[config.mk]
export PLATFORM = sky130hd
export DESIGN_NAME = mem_access_ctrl
export DESIGN_NICKNAME = d
export VERILOG_FILES = /design/src/rtl/mem_access_ctrl_pkg.sv /design/src/rtl/mem_access_ctrl_wait_counter.sv /design/src/rtl/mem_access_ctrl.sv
export SDC_FILE = /design/constraint.sdc
export NUM_CORES = 1
export LEC_CHECK = 0
export CORE_MARGIN = 2
export CORE_UTILIZATION = 40
export DETAILED_ROUTE_END_ITERATION = 10
export MAX_ROUTING_LAYER = met4
export PLACE_DENSITY = 0.89
export SETUP_SLACK_MARGIN = 0.3
export SLEW_MARGIN = 10
export SYNTH_ARGS = -nofsm -noshare
export SYNTH_HDL_FRONTEND = slang
export SYNTH_SLANG_ARGS = --single-unit
[constraint.sdc]
create_clock -name Clk -period 3.86 [get_ports Clk]
set_clock_uncertainty 0.1 [all_clocks]
set_input_delay 0.386 -clock Clk [delete_from_list [all_inputs] [get_ports Clk]]
set_output_delay 0.386 -clock Clk [all_outputs]
set_load 0.005 [all_outputs]
[src/rtl/mem_access_ctrl_pkg.sv]
// Shared types and constants for the SLC-3 memory access controller.
// Contents:
//   mem_state_t          - transaction FSM states (IDLE, WAIT, DONE)
//   MEM_READ / MEM_WRITE - encoding of the Mem_rw request qualifier
//   DEFAULT_WAIT_STATES  - SRAM access cycles per transaction
//   CNT_W                - width of the wait-state counter
package slc3_mem_pkg;

    typedef enum logic [1:0] {
        IDLE = 2'd0,
        WAIT = 2'd1,
        DONE = 2'd2
    } mem_state_t;

    localparam logic MEM_READ  = 1'b0;
    localparam logic MEM_WRITE = 1'b1;

    localparam int unsigned DEFAULT_WAIT_STATES = 2;
    localparam int unsigned CNT_W               = 4;

endpackage

[src/rtl/mem_access_ctrl_wait_counter.sv]
// Wait-state counter for SRAM transactions.
// Ports:
//   Clk    - rising-edge clock
//   Reset  - asynchronous active-high reset, clears the count
//   i_clr  - synchronous clear (start of a transaction)
//   i_en   - count enable (one increment per edge while enabled)
//   o_tc   - terminal count reached (count == TERMINAL-1)
module mem_wait_counter
    import slc3_mem_pkg::*;
#(
    parameter int unsigned TERMINAL = DEFAULT_WAIT_STATES
) (
    input  logic Clk,
    input  logic Reset,
    input  logic i_clr,
    input  logic i_en,
    output logic o_tc
);

    localparam logic [CNT_W-1:0] TC_VAL = CNT_W'(TERMINAL - 1);

    logic [CNT_W-1:0] r_count;

    if (TERMINAL < 1 || TERMINAL > 15) begin : g_bad_terminal
        $error("mem_wait_counter: TERMINAL must be in 1..15");
    end

    // Holding at the terminal value keeps the counter from wrapping.
    always_ff @(posedge Clk or posedge Reset) begin
        if (Reset) begin
            r_count <= '0;
        end else if (i_clr) begin
            r_count <= '0;
        end else if (i_en && !o_tc) begin
            r_count <= r_count + 1'b1;
        end
    end

    assign o_tc = (r_count == TC_VAL);

endmodule

[src/rtl/mem_access_ctrl.sv]
// MAR/MDR register pair and multi-cycle SRAM read/write sequencer.
// Ports:
//   Clk, Reset      - rising-edge clock, asynchronous active-high reset
//   Bus_in          - datapath bus, source for MAR/MDR loads
//   LD_MAR, LD_MDR  - register load strobes (honoured in IDLE only)
//   Mem_req, Mem_rw - transaction request and direction (1 = write)
//   SRAM_data_in    - read data from SRAM
//   MAR, MDR        - address / data registers
//   SRAM_addr       - = MAR;  SRAM_data_out - = MDR
//   CE_n, OE_n, WE_n- active-low SRAM strobes
//   R               - one-cycle transaction-complete pulse
//   Busy            - high while a transaction is in flight (WAIT/DONE)
module mem_access_ctrl
    import slc3_mem_pkg::*;
#(
    parameter int unsigned WIDTH       = 16,
    parameter int unsigned WAIT_STATES = DEFAULT_WAIT_STATES
) (
    input  logic             Clk,
    input  logic             Reset,
    input  logic [WIDTH-1:0] Bus_in,
    input  logic             LD_MAR,
    input  logic             LD_MDR,
    input  logic             Mem_req,
    input  logic             Mem_rw,
    input  logic [WIDTH-1:0] SRAM_data_in,
    output logic [WIDTH-1:0] MAR,
    output logic [WIDTH-1:0] MDR,
    output logic [WIDTH-1:0] SRAM_addr,
    output logic [WIDTH-1:0] SRAM_data_out,
    output logic             CE_n,
    output logic             OE_n,
    output logic             WE_n,
    output logic             R,
    output logic             Busy
);

    mem_state_t       r_state;
    logic             r_rw;
    logic [WIDTH-1:0] r_mar;
    logic [WIDTH-1:0] r_mdr;

    logic w_start;
    logic w_in_wait;
    logic w_tc;

    assign w_start   = (r_state == IDLE) && Mem_req;
    assign w_in_wait = (r_state == WAIT);

    mem_wait_counter #(
        .TERMINAL (WAIT_STATES)
    ) u_wait_counter (
        .Clk   (Clk),
        .Reset (Reset),
        .i_clr (w_start),
        .i_en  (w_in_wait),
        .o_tc  (w_tc)
    );

    // Loads in IDLE take effect on the same edge that accepts a request,
    // so the transaction drives the freshly loaded MAR/MDR.
    always_ff @(posedge Clk or posedge Reset) begin
        if (Reset) begin
            r_state <= IDLE;
            r_rw    <= MEM_READ;
            r_mar   <= '0;
            r_mdr   <= '0;
        end else begin
            case (r_state)
                IDLE: begin
                    if (LD_MAR) r_mar <= Bus_in;
                    if (LD_MDR) r_mdr <= Bus_in;
                    if (Mem_req) begin
                        r_rw    <= Mem_rw;
                        r_state <= WAIT;
                    end
                end
                WAIT: begin
                    if (w_tc) begin
                        r_state <= DONE;
                        if (r_rw == MEM_READ) r_mdr <= SRAM_data_in;
                    end
                end
                DONE:    r_state <= IDLE;
                default: r_state <= IDLE;
            endcase
        end
    end

    always_comb begin
        CE_n = 1'b1;
        OE_n = 1'b1;
        WE_n = 1'b1;
        R    = 1'b0;
        Busy = 1'b0;
        case (r_state)
            WAIT: begin
                CE_n = 1'b0;
                OE_n = (r_rw != MEM_READ);
                WE_n = (r_rw != MEM_WRITE);
                Busy = 1'b1;
            end
            DONE: begin
                R    = 1'b1;
                Busy = 1'b1;
            end
            default: ;
        endcase
    end

    assign MAR           = r_mar;
    assign MDR           = r_mdr;
    assign SRAM_addr     = r_mar;
    assign SRAM_data_out = r_mdr;

endmodule

Yosys cells after proc, flatten, opt, wreduce, memory -nomap -nowiden
Cells that the tools add are included.

Bits in registers: 39. Bits in latches: 0. Bits in writable memories: 0. ROM bits: 0. Input bits: 38. Output and inout port bits: 69. Word-level logic and storage cells: 39. Memories: 0.

Add/subtract/negate cells: 1. Multipliers: 0. Div/mod/pow operators: 0. $lt $le $gt $ge: 0. Equality and inequality tests: 7. Shift operators: 0. Mux-type cells: 14. Bitwise operators: 1. Reduce and logical (&&, ||, !) cells: 11.

Operators with widths (number): two-way mux 16 bit (3); case mux 16 bit (2 select lines) (1); two-way mux 4 bit (2); != test 2 bit, second input constant (4); AND reduction 2 bit (3); two-way mux 1 bit (5); adder 4 x 1 -> 4 bit, second input constant (1); equality test 4 x 1 -> 1 bit, second input constant (1); two-way mux 2 bit (2); case mux 2 bit (2 select lines) (1); AND reduction 4 bit (1); nonzero test 2 bit (2); equality test 2 x 1 -> 1 bit, second input constant (1); equality test 2 bit, second input constant (1); logical AND 1 bit (2); logical NOT 2 bit (1); OR reduction 2 bit (1); logical NOT 1 bit (1); NOT 1 bit (1).

Longest topological paths before layout
Word-level depth: 5. Gate-level depth with buffers: 7.

Cells and area by module
Synthesis repeated with hierarchy kept, for this count alone.

Cells, all modules: 165. Area, all modules: 2072.0 um2.

Modules (own cells, without submodules): mem_access_ctrl (instances 1, cells each 141, area an instance 1843.0 um2); mem_wait_counter (instances 1, cells each 24, area an instance 229.0 um2).

Worst setup path before layout
No wires, ideal clock.

Path kind: reg-to-reg. Start point: register r_state[1]. End point: register r_mdr[10], in the netlist MDR[10]. Setup time: 125 ps. Arrival time: 1670 ps. Required time: 3635 ps. Slack: 1964 ps. Stages on the path, launching flop included: 7. Path buffers: 2. Period minus slack after synthesis: 1896 ps. Cells stage by stage: dfrtp_1 inv_1 ha_1 buf_2 buf_2 mux2_2 mux2_4.

Cells in the longest elaborated chain, start to end: 3. Elaborated cells between the ends (all ways): 8. Those cells by class: eq/ne (4); mux (1); reduce/logical (3).

Ends and longest elaborated chain: start: declaration (line mem_access_ctrl.sv:38) `mem_state_t r_state;`; start signal: assignment (line mem_access_ctrl.sv:64) `r_state <= IDLE;`; start signal: assignment (line mem_access_ctrl.sv:75) `r_state <= WAIT;`; start signal: assignment (line mem_access_ctrl.sv:80) `r_state <= DONE;`; equality test 2 x 1 -> 1 bit or logical NOT 2 bit (tied branches) (line mem_access_ctrl.sv:69) `case (r_state)`; != test 2 bit (no line) or nonzero test 2 bit (tied branches); AND reduction 4 bit (no line); end signal: assignment (line mem_access_ctrl.sv:72) `if (LD_MDR) r_mdr <= Bus_in;`; end signal: assignment (line mem_access_ctrl.sv:81) `if (r_rw == MEM_READ) r_mdr <= SRAM_data_in;`; end: declaration (line mem_access_ctrl.sv:41) `logic [WIDTH-1:0] r_mdr;`.

Parallel ways exist; a longest one is shown, timed or not. A chain may end at the register's enable or synchronous reset.

Worst setup path in the final report
Start point: register r_state[1]. End point: register r_mdr[6], in the netlist MDR[6].

The elaborated chain is that of the path after synthesis.

==> metrics <==
status=finished clean; largest net degree at the start of global routing=40; Placer Congestion=~0.75; CORE AREA=5107 um2; register area share after synthesis=a little under half; postcts setup bufs=0; first-pass GRT wire length=7.548 mm; design area=3084 um2; Die W=76.56 um; clock network latency to the later pin of the worst-skew pair=around 0.29 ns; Power, Total=~2.6 mW; clock sinks=39; crit path DAT=2.55 ns; min Tclk post-route=about 2.5 ns; all-layer global routing usage=~17%; CP top delay family=compound AO/OA/AOI/OAI gates; clock root cell=clkbuf_8; gr ovfl total=0; DR pass1 iterations=4; slowest stage delay, CP=~0.70 ns; Synth Register Bits=39; CP cell instances=inv_1 > ha_1 > buf_4 > mux2_4 > o211a_1 > mux2_2; Critical Path End Type=flop; fmax=~400 MHz; CP required=3.93 ns; Distinct cells, synth=27; WP buf/inv=2; Worst setup SP type=flop; Clk pin slew, worst setup/hold paths=about 0.070 ns; vias in the first global route=around 1.5k; Lkg Pwr=between 1 and 1.5 nW; CTS tree=yes; CP max FO=22; io pins=107; Max clock buf depth=2; Final Hold Fails=0; Area after DPL=~3000 um2; Hold Path Class=in -> async; Inserted Clock Buffers=5; fillcell total=~430; Antenna diodes=0; Synth Net Count=204; commonest non-fill, non-tap cell in the layout=clkdlybuf4s50_1; Non-Filler Instances=between 300 and 400; cell count after synthesis=~160; Rows=26; Fin Setup TNS=0 ns; CP Class=reg -> reg; Placed Cells=around 300; final setup vio count=0; CTS resizes=0; initial core utilization=41.23%; routed via count=1428; # DRC=0; Final Util=about three fifths; flop2flop setup slack=roughly 1.4 ns; Yosys Warn Count=0; Power Density=~840 nW/um2; Post-Synthesis Cell Area=between 2000 and 2500 um2; final period utilization=64.20%; Initial DRC Count=21; Slew Limit Headroom=between 40% and 50%; Final Max Slew Viols=0; die height=roughly 77 um; Detailed Place HPWL=between 3 and 4 mm; Worst-Margin Slew=approximately 0.86 ns; antenna violations before repair=0; port buffer count=106; H-Tree Depth=2; layout cells sized above 1=between 20 and 30%; WL/cell=15.19 um; syn avg cell area=around 13 um2; Total Routed Length=between 4 and 5 mm; most frequent cells in the layout=clkdlybuf4s50_1 (106), dfrtp_1 (39), mux2_2 (39); RSZ-0062 raised after global routing=false; nets=~280; slowest cell on the critical path=o211a_1; Routed Antenna Nets=0; die area=roughly 5900 um2; Vias per Instance=approximately 4.6; area delta synth->final=46.46%; number of max-cap violations=0; Peak VDD IR=0.0004193 V; CTS Hold Buffers Added=0
## final timing paths
| check | startpoint | endpoint | cells past startpoint |
|---|---|---|---|
| hold reg to reg | MAR[13]$_DFFE_PP0P_ | MAR[13]$_DFFE_PP0P_ | 1 |
| setup reg to reg | r_state[1]$_DFFE_PP0P_ | MDR[6]$_DFFE_PP0P_ | 6 |
| hold / removal | Reset | r_rw$_DFFE_PP0P_ | 3 |
| min in group Clk | MAR[13]$_DFFE_PP0P_ | MAR[13]$_DFFE_PP0P_ | 1 |
| setup / recovery | r_state[1]$_DFFE_PP0P_ | MDR[6]$_DFFE_PP0P_ | 6 |
| max in group asynchronous | Reset | MAR[11]$_DFFE_PP0P_ | 3 |
## cells by family after synthesis
kind of cell | count (synthesis) | share of synthesized area [%]
AOI/OAI and AO/OA | 11 | 3.684
xor gates and xnor gates | 1 | 0.4160
adders and majority gates | 5 | 2.971
buffers and inverters | 44 | 14.62
DFF | 39 | 46.35
muxes | 50 | 28.70
and+or+nand+nor | 11 | 3.269
## registers in the layout, indices dropped and copies added, names as in the netlist
signal,count
r_rw,1
MAR,16
r_state,2
u_wait_counter.r_count,4
MDR,16
## cells in the mapped netlist, drive strengths merged
cell / instances / area [um2]
clkbuf: 1 / 3.750
nor3b: 1 / 18.77
a2bb2oi: 1 / 8.760
a21oi: 1 / 5.000
nand2b: 2 / 12.51
o21ai: 3 / 15.01
nor2: 3 / 11.26
and2: 1 / 6.260
o211a: 1 / 10.01
dfrtp: 39 / 975.9
ha: 5 / 62.56
xor2: 1 / 8.760
nand2: 2 / 7.510
inv: 6 / 22.52
buf: 37 / 281.5
nand4: 1 / 6.260
o21a: 1 / 7.510
a31o: 1 / 8.760
mux2: 50 / 604.3
a211oi: 2 / 15.01
or3: 1 / 6.260
a22oi: 1 / 7.510
## through the flow
| stage | hold WS, ns | worst slack, ns |
|---|---|---|
| 2_1_floorplan | 0.3948 | 1.964 |
| 3_3_place_gp | 0.4089 | 1.469 |
| 3_5_place_dp | 0.4148 | 1.323 |
| 4_1_cts | 0.4347 | 1.314 |
| 5_1_grt | 0.4571 | 1.248 |
| 6_report | 0.4247 | 1.382 |
## layer usage
layer	global-route usage [%]	routed length, um	vias up
li1	-	-	670
met3	4.028	328	7
met2	28.32	2323	72
met4	5.636	57	0
met1	19.85	1985	679
met5	-	0	-
## worst register-to-register path: cells and delay by family, from the launching register on
family | cells | cell delay, ns
buffers and inverters | 2 | 0.39
muxes | 2 | 0.64
DFF | 1 | 0.39
adders and majority gates | 1 | 0.15
AOI/OAI and AO/OA | 1 | 0.70
## final cells by class
class | instances | area (um2) | area share (%)
inverter | 6 | 22.52 | 0.7302
sequential | 39 | 975.9 | 31.64
timing repair buffer | 108 | 1076 | 34.89
tap | 70 | 87.58 | 2.840
multi-input combinational | 78 | 822.0 | 26.65
clock buffer | 8 | 100.1 | 3.245
## power breakdown
group          leakage (nW)  internal [mW]  switching, mW  total, mW
Clock                0.0515          0.163          0.136      0.299
Sequential            0.466          0.617          0.165      0.782
Combinational         0.771           1.04          0.470       1.51
(Power assumes the default switching activity.)
